$ cat config.mk
export PLATFORM = sky130hd
export DESIGN_NAME = settings_bus_cmd_bridge
export DESIGN_NICKNAME = d
export VERILOG_FILES = /design/src/rtl/settings_bus_pkg.sv /design/src/rtl/settings_bus_timeout_ctr.sv /design/src/rtl/settings_bus_cmd_bridge.sv
export SDC_FILE = /design/constraint.sdc
export NUM_CORES = 1
export LEC_CHECK = 0
export BUFFER_PORTS_ARGS = -buffer_cell sky130_fd_sc_hd__clkbuf_2
export CAP_MARGIN = 20
export CELL_PAD_IN_SITES_DETAIL_PLACEMENT = 0
export CELL_PAD_IN_SITES_GLOBAL_PLACEMENT = 2
export CORE_UTILIZATION = 25
export DETAILED_ROUTE_END_ITERATION = 8
export GPL_ROUTABILITY_DRIVEN = 0
export PLACE_DENSITY_LB_ADDON = 0.1
export SLEW_MARGIN = 20
export SYNTH_ARGS = -nofsm -noshare
export SYNTH_HDL_FRONTEND = slang
export SYNTH_SLANG_ARGS = --single-unit
$ cat constraint.sdc
create_clock -name clk -period 2.2 [get_ports clk]
set_input_delay 0.22 -clock clk [delete_from_list [all_inputs] [get_ports clk]]
set_output_delay 0.22 -clock clk [all_outputs]
set_load 0.05 [all_outputs]
$ cat src/rtl/settings_bus_pkg.sv
// Shared types and constants for the settings-bus command bridge: FSM states,
// command-word field positions and response status codes.
package settings_bus_pkg;

  typedef enum logic [1:0] {
    IDLE    = 2'd0,
    STROBE  = 2'd1,
    WAIT_RB = 2'd2,
    RESP    = 2'd3
  } state_e;

  // Command word layout (64 bits); bits [63:49] carry nothing.
  localparam int CMD_SET_DATA_LSB = 0;
  localparam int CMD_SET_ADDR_LSB = 32;
  localparam int CMD_RB_ADDR_LSB  = 40;
  localparam int CMD_WANT_RB_BIT  = 48;

  // Response status codes carried on resp_tuser.
  localparam logic [1:0] ST_OK      = 2'b00;
  localparam logic [1:0] ST_TIMEOUT = 2'b01;

  localparam logic [15:0] TIMEOUT_CNT_MAX = 16'hFFFF;

  // Increment that sticks at all-ones instead of wrapping.
  function automatic logic [15:0] sat_inc16(input logic [15:0] value);
    logic [15:0] result;
    if (value == TIMEOUT_CNT_MAX) begin
      result = value;
    end else begin
      result = value + 16'd1;
    end
    return result;
  endfunction

endpackage

$ cat src/rtl/settings_bus_timeout_ctr.sv
// Readback wait counter: held at zero while clear is high, counts up while
// enabled, and flags expired once it sits at TIMEOUT-1 (it parks there).
module settings_bus_timeout_ctr
  import settings_bus_pkg::*;
#(
  parameter int TIMEOUT = 65535
) (
  input  logic clk,
  input  logic rst_n,
  input  logic clear,
  input  logic enable,
  output logic expired
);

  localparam int CW = (TIMEOUT > 1) ? $clog2(TIMEOUT) : 1;
  localparam logic [CW-1:0] LAST = CW'(TIMEOUT - 1);

  logic [CW-1:0] count_r;

  // Cycle counter; clear dominates enable so each wait starts from zero.
  always_ff @(posedge clk or negedge rst_n) begin
    if (!rst_n) begin
      count_r <= '0;
    end else if (clear) begin
      count_r <= '0;
    end else if (enable && (count_r != LAST)) begin
      count_r <= count_r + CW'(1);
    end else begin
      count_r <= count_r;
    end
  end

  assign expired = (count_r == LAST);

endmodule

$ cat src/rtl/settings_bus_cmd_bridge.sv
// Settings-bus master: turns 64-bit command words into one-cycle settings
// writes, optionally waits (bounded) for the slave's readback strobe and returns
// the data with a status code on a response stream. One transaction in flight.
module settings_bus_cmd_bridge
  import settings_bus_pkg::*;
#(
  parameter int SR_AWIDTH = 8,
  parameter int SR_DWIDTH = 32,
  parameter int RB_AWIDTH = 8,
  parameter int RB_DWIDTH = 64,
  parameter int TIMEOUT   = 65535
) (
  input  logic                 clk,
  input  logic                 reset_n,
  input  logic [63:0]          cmd_tdata,
  input  logic                 cmd_tvalid,
  output logic                 cmd_tready,
  output logic [RB_DWIDTH-1:0] resp_tdata,
  output logic [1:0]           resp_tuser,
  output logic                 resp_tvalid,
  input  logic                 resp_tready,
  output logic                 set_stb,
  output logic [SR_AWIDTH-1:0] set_addr,
  output logic [SR_DWIDTH-1:0] set_data,
  output logic [RB_AWIDTH-1:0] rb_addr,
  input  logic                 rb_stb,
  input  logic [RB_DWIDTH-1:0] rb_data,
  output logic                 busy,
  output logic [15:0]          timeout_cnt
);

  if (SR_DWIDTH != 32) begin : g_bad_sr_dwidth
    $error("settings_bus_cmd_bridge: SR_DWIDTH must be 32");
  end
  if ((SR_AWIDTH < 1) || (SR_AWIDTH > 8)) begin : g_bad_sr_awidth
    $error("settings_bus_cmd_bridge: SR_AWIDTH must be 1..8");
  end
  if ((RB_AWIDTH < 1) || (RB_AWIDTH > 8)) begin : g_bad_rb_awidth
    $error("settings_bus_cmd_bridge: RB_AWIDTH must be 1..8");
  end
  if ((RB_DWIDTH < 1) || (RB_DWIDTH > 64)) begin : g_bad_rb_dwidth
    $error("settings_bus_cmd_bridge: RB_DWIDTH must be 1..64");
  end
  if (TIMEOUT < 1) begin : g_bad_timeout
    $error("settings_bus_cmd_bridge: TIMEOUT must be >= 1");
  end

  // Current registered state and the values every output takes next cycle.
  state_e                 state_r,       state_s;
  logic                   cmd_tready_r,  cmd_tready_s;
  logic                   set_stb_r,     set_stb_s;
  logic [SR_AWIDTH-1:0]   set_addr_r,    set_addr_s;
  logic [SR_DWIDTH-1:0]   set_data_r,    set_data_s;
  logic [RB_AWIDTH-1:0]   rb_addr_r,     rb_addr_s;
  logic                   want_rb_r,     want_rb_s;
  logic                   resp_tvalid_r, resp_tvalid_s;
  logic [RB_DWIDTH-1:0]   resp_tdata_r,  resp_tdata_s;
  logic [1:0]             resp_tuser_r,  resp_tuser_s;
  logic                   busy_r,        busy_s;
  logic [15:0]            timeout_cnt_r, timeout_cnt_s;

  // Command fields; address bits above the configured widths are dropped here.
  logic [SR_AWIDTH-1:0] cmd_set_addr_s;
  logic [SR_DWIDTH-1:0] cmd_set_data_s;
  logic [RB_AWIDTH-1:0] cmd_rb_addr_s;
  logic                 cmd_want_rb_s;
  logic                 unused_cmd_bits_s;

  assign cmd_set_addr_s    = cmd_tdata[CMD_SET_ADDR_LSB +: SR_AWIDTH];
  assign cmd_set_data_s    = cmd_tdata[CMD_SET_DATA_LSB +: SR_DWIDTH];
  assign cmd_rb_addr_s     = cmd_tdata[CMD_RB_ADDR_LSB +: RB_AWIDTH];
  assign cmd_want_rb_s     = cmd_tdata[CMD_WANT_RB_BIT];
  assign unused_cmd_bits_s = ^cmd_tdata;

  logic ctr_clear_s;
  logic ctr_enable_s;
  logic ctr_expired_s;

  // The wait counter only runs in WAIT_RB and is zero on every entry.
  assign ctr_clear_s  = (state_r != WAIT_RB);
  assign ctr_enable_s = (state_r == WAIT_RB);

  settings_bus_timeout_ctr #(
    .TIMEOUT (TIMEOUT)
  ) u_timeout_ctr (
    .clk     (clk),
    .rst_n   (reset_n),
    .clear   (ctr_clear_s),
    .enable  (ctr_enable_s),
    .expired (ctr_expired_s)
  );

  // Next-state and next-output logic; outputs hold unless a transition moves them.
  always_comb begin
    state_s       = state_r;
    set_stb_s     = 1'b0;
    set_addr_s    = '0;
    set_data_s    = '0;
    rb_addr_s     = rb_addr_r;
    want_rb_s     = want_rb_r;
    resp_tvalid_s = resp_tvalid_r;
    resp_tdata_s  = resp_tdata_r;
    resp_tuser_s  = resp_tuser_r;
    timeout_cnt_s = timeout_cnt_r;

    case (state_r)
      IDLE: begin
        if (cmd_tvalid && cmd_tready_r) begin
          state_s    = STROBE;
          set_stb_s  = 1'b1;
          set_addr_s = cmd_set_addr_s;
          set_data_s = cmd_set_data_s;
          rb_addr_s  = cmd_rb_addr_s;
          want_rb_s  = cmd_want_rb_s;
        end else begin
          state_s = IDLE;
        end
      end

      STROBE: begin
        // A slave answering in the strobe cycle itself is captured here.
        if (want_rb_r) begin
          if (rb_stb) begin
            state_s       = RESP;
            resp_tvalid_s = 1'b1;
            resp_tdata_s  = rb_data;
            resp_tuser_s  = ST_OK;
          end else begin
            state_s = WAIT_RB;
          end
        end else begin
          state_s   = IDLE;
          rb_addr_s = '0;
        end
      end

      WAIT_RB: begin
        // A strobe in the final counted cycle still beats the timeout.
        if (rb_stb) begin
          state_s       = RESP;
          resp_tvalid_s = 1'b1;
          resp_tdata_s  = rb_data;
          resp_tuser_s  = ST_OK;
        end else if (ctr_expired_s) begin
          state_s       = RESP;
          resp_tvalid_s = 1'b1;
          resp_tdata_s  = '0;
          resp_tuser_s  = ST_TIMEOUT;
          timeout_cnt_s = sat_inc16(timeout_cnt_r);
        end else begin
          state_s = WAIT_RB;
        end
      end

      RESP: begin
        if (resp_tready) begin
          state_s       = IDLE;
          resp_tvalid_s = 1'b0;
          resp_tdata_s  = '0;
          resp_tuser_s  = ST_OK;
          rb_addr_s     = '0;
          want_rb_s     = 1'b0;
        end else begin
          state_s = RESP;
        end
      end

      default: begin
        state_s       = IDLE;
        rb_addr_s     = '0;
        want_rb_s     = 1'b0;
        resp_tvalid_s = 1'b0;
        resp_tdata_s  = '0;
        resp_tuser_s  = ST_OK;
      end
    endcase

    cmd_tready_s = (state_s == IDLE);
    busy_s       = (state_s != IDLE);
  end

  // State and output registers; reset abandons any transaction in flight.
  always_ff @(posedge clk or negedge reset_n) begin
    if (!reset_n) begin
      state_r       <= IDLE;
      cmd_tready_r  <= 1'b0;
      set_stb_r     <= 1'b0;
      set_addr_r    <= '0;
      set_data_r    <= '0;
      rb_addr_r     <= '0;
      want_rb_r     <= 1'b0;
      resp_tvalid_r <= 1'b0;
      resp_tdata_r  <= '0;
      resp_tuser_r  <= 2'b00;
      busy_r        <= 1'b0;
      timeout_cnt_r <= 16'd0;
    end else begin
      state_r       <= state_s;
      cmd_tready_r  <= cmd_tready_s;
      set_stb_r     <= set_stb_s;
      set_addr_r    <= set_addr_s;
      set_data_r    <= set_data_s;
      rb_addr_r     <= rb_addr_s;
      want_rb_r     <= want_rb_s;
      resp_tvalid_r <= resp_tvalid_s;
      resp_tdata_r  <= resp_tdata_s;
      resp_tuser_r  <= resp_tuser_s;
      busy_r        <= busy_s;
      timeout_cnt_r <= timeout_cnt_s;
    end
  end

  assign cmd_tready  = cmd_tready_r;
  assign set_stb     = set_stb_r;
  assign set_addr    = set_addr_r;
  assign set_data    = set_data_r;
  assign rb_addr     = rb_addr_r;
  assign resp_tvalid = resp_tvalid_r;
  assign resp_tdata  = resp_tdata_r;
  assign resp_tuser  = resp_tuser_r;
  assign busy        = busy_r;
  assign timeout_cnt = timeout_cnt_r;

endmodule

==> results_dict.tcl <==
set metrics [dict create \
    status "finished, final reports clean" \
    criticalPathCategory "flip-flop to flip-flop" \
    dieWidth_um 158 \
    final_cell_mix "249 x clkbuf_2, 152 x dfrtp_1, 147 x nand2_1, 55 x o21ai_0, 52 x dlygate4sd3_1" \
    min_period_ps 2010 \
    cp-end-kind "flip-flop" \
    hold_viol_final 0 \
    clk_pin_slew_worst_paths_ps 60 \
    power_per_cell_area_nw_per_um2 1420 \
    cp-start-kind "flip-flop" \
    grt_max_degree 69 \
    grt_antenna_before_repair 0 \
    grt_pass1_wl_um 26700 \
    switchingPower_mw 5.97 \
    grt_pass1_vias 5231 \
    synth_ff_type "dfrtp_1" \
    p_int_mw 6.87 \
    htree_levels 4 \
    rsz0062_at_grt "no" \
    hp-class "input pin to flip-flop" \
    synth_edf_count 0 \
    worst_slew_pin_slew_ps 555 \
    routed_wl_um 17100 \
    synthCells 581 \
    pwr-share-seq 0.310 \
    port_buffers 250 \
    initial_utilization 0.256 \
    cpMaxStageDelayCell "or4_1" \
    wl_per_cell_um 14.0 \
    finalCritPeriodShare 0.914 \
    synth_warnings 0 \
    clock_path_buffers 2 \
    swShare 0.465 \
    dp_hpwl_um 12400 \
    num_vias 5096 \
    worstPathArrival_ps 2320 \
    tritoncts "built" \
    drv_slew 0 \
    rows 56 \
    clockPowerShare 0.252 \
    layout_commonest_cell "clkbuf_2" \
    root_buffer "clkbuf_16" \
    synth_cell_type_count 38 \
    power.leakage_nw 4.66 \
    fmax_mhz 497 \
    dp_slack_ps 56.3 \
    yosysSeqAreaShare 0.629 \
    drt-vias-per-instance 4.15 \
    setup_violations 0 \
    insertion_delay_ps 420 \
    cts_buffers 17 \
    crit_path_max_fanout 8 \
    synthArstFlopShare 1.00 \
    drc 0 \
    critical_path.max_stage_delay_ps 480 \
    vdd_ir_drop_max_mv 0.568 \
    ant_nets 0 \
    syn-num-nets 717 \
    coreArea_um2 23600 \
    n_antenna_cell 0 \
    syn_avg_cell_area_um2 10.4 \
    num_io_pins 267 \
    relSlewSlack 0.630 \
    hold_depth 2 \
    comb_power_share 0.438 \
    critPathRequiredTime_ps 2500 \
    final.setup_skew_ps 13.0 \
    grt_usage 0.140 \
    drive_gt1_frac 0.360 \
    reg2regPathDepth 8 \
    firstDrtPassIters 4 \
    area_delta_synth_final_pct 49.5 \
    maxCapViolations 0 \
    stdcell_count 1228 \
    crit_chain "inv_2 > ha_4 > nand3_2 > or4_1 > a2111oi_4 > buf_6 > nand4_1 > xnor2_1" \
    syn_area_um2 6050 \
    die_h_um 158 \
    ys_ff_latch 152 \
    finish.net_count 1032 \
    drtIter0Drc 226 \
    dieArea_um2 24800 \
    gr-total-overflow 0 \
    cts_sinks 152 \
    fin_ws_ps 189 \
    dp.cells 1143 \
]
## layout make-up
type	count	area [um2]
clock buffers	17	425
clock inverters	15	223
fillers	2398	14600
inverters	7	26.3
multi-input cells	391	2130
flip-flops and latches	152	3800
well taps	319	399
repair buffers	327	2030
## cell families (layout without fill, tap and decap cells)
group,Yosys count,in the layout,synth area share
AO/OA/AOI/OAI,80,80,0.0726
XOR/XNOR,26,26,0.0376
adder cells (fa/ha/maj),3,3,0.00620
buffers and inverters,38,366,0.0246
flip-flops,152,152,0.629
multiplexers,10,10,0.0186
other,1,1,0.000620
AND/OR/NAND/NOR,271,271,0.211
## flip-flops by register name, indices dropped and copies added (netlist names)
register and cells:
resp_tvalid 1, state_r 2, set_stb 1, busy 1, timeout_cnt 16, u_timeout_ctr.count_r 16, resp_tuser 1, rb_addr 8
cmd_tready 1, want_rb_r 1, set_data 32, resp_tdata 64, set_addr 8
## synth_stat cells (4+ instances only)
cell,count,area share
a21oi_1,4,0.0033
and2_1,42,0.043
clkbuf_1,28,0.017
dfrtp_1,152,0.63
inv_1,7,0.0043
mux2_2,9,0.017
nand2_1,148,0.092
nand3_1,15,0.012
nand4_1,9,0.0093
nor2_1,20,0.012
nor2b_1,8,0.0083
nor3_1,11,0.0091
o21ai_0,55,0.045
o21ai_1,13,0.011
xnor2_1,14,0.020
xor2_1,12,0.017
## stage by stage
stage          utilization  hold slack (ps)  total power [mW]  TNS (ps)  instance area [um2]
2_1_floorplan            -            -75.6              8.06     -5.52                 6070
3_3_place_gp         0.333              236              9.61         0                 7860
3_5_place_dp         0.333              239              9.68         0                 7860
4_1_cts              0.382            0.612              13.1         0                 9020
5_1_grt              0.383             8.05              13.6         0                 9040
6_report             0.383             13.9              12.8         0                 9040
## worst max-delay path: cells and delay by family, from the launching register on
family          cells  cell delay (ps)
flops               1              400
fa+ha+maj           1              140
compound gates      1              280
simple gates        3              660
xor+xnor            1              150
buf+inv             2              280
## repair_timing
item	4_1_cts	5_1_grt
hold buffers	51	1
buffers inserted	0	1
gates resized for setup	0	1
endpoints found under the hold margin	100	1
setup endpoints to repair	0	5
## worst paths after layout
check	to	slack (ps)	startpoint
worst max register to register	timeout_cnt[3]$_DFFE_PN0P_	190	u_timeout_ctr.count_r[0]$_DFFE_PN0P_
worst max-delay path	timeout_cnt[3]$_DFFE_PN0P_	190	u_timeout_ctr.count_r[0]$_DFFE_PN0P_
worst min register to register	resp_tdata[53]$_DFFE_PN0P_	480	resp_tdata[53]$_DFFE_PN0P_
max in group asynchronous	set_addr[5]$_DFF_PN0_	1180	reset_n
min in group asynchronous	resp_tdata[32]$_DFFE_PN0P_	330	reset_n
worst min-delay path	set_data[28]$_DFF_PN0_	10	cmd_tdata[28]
## power by group through the flow
stage               clock (mW)  sequential, mW  combinational, mW
floorplan                    0            6.58               1.48
global route              3.46            4.08               6.06
CTS                       3.36            3.99               5.72
global placement             0            4.01               5.60
finish                    3.24            3.98               5.63
detailed placement           0            4.04               5.64
## routing by layer
metal  GRT usage  up-vias  part of all wire
li1            -     2535                 -
met1       0.160     2360              0.41
met2       0.239      193              0.48
met3      0.0632        8              0.10
met4      0.0337        0            0.0069
met5           0        -                 0
Power figures use the tool's default switching activity.
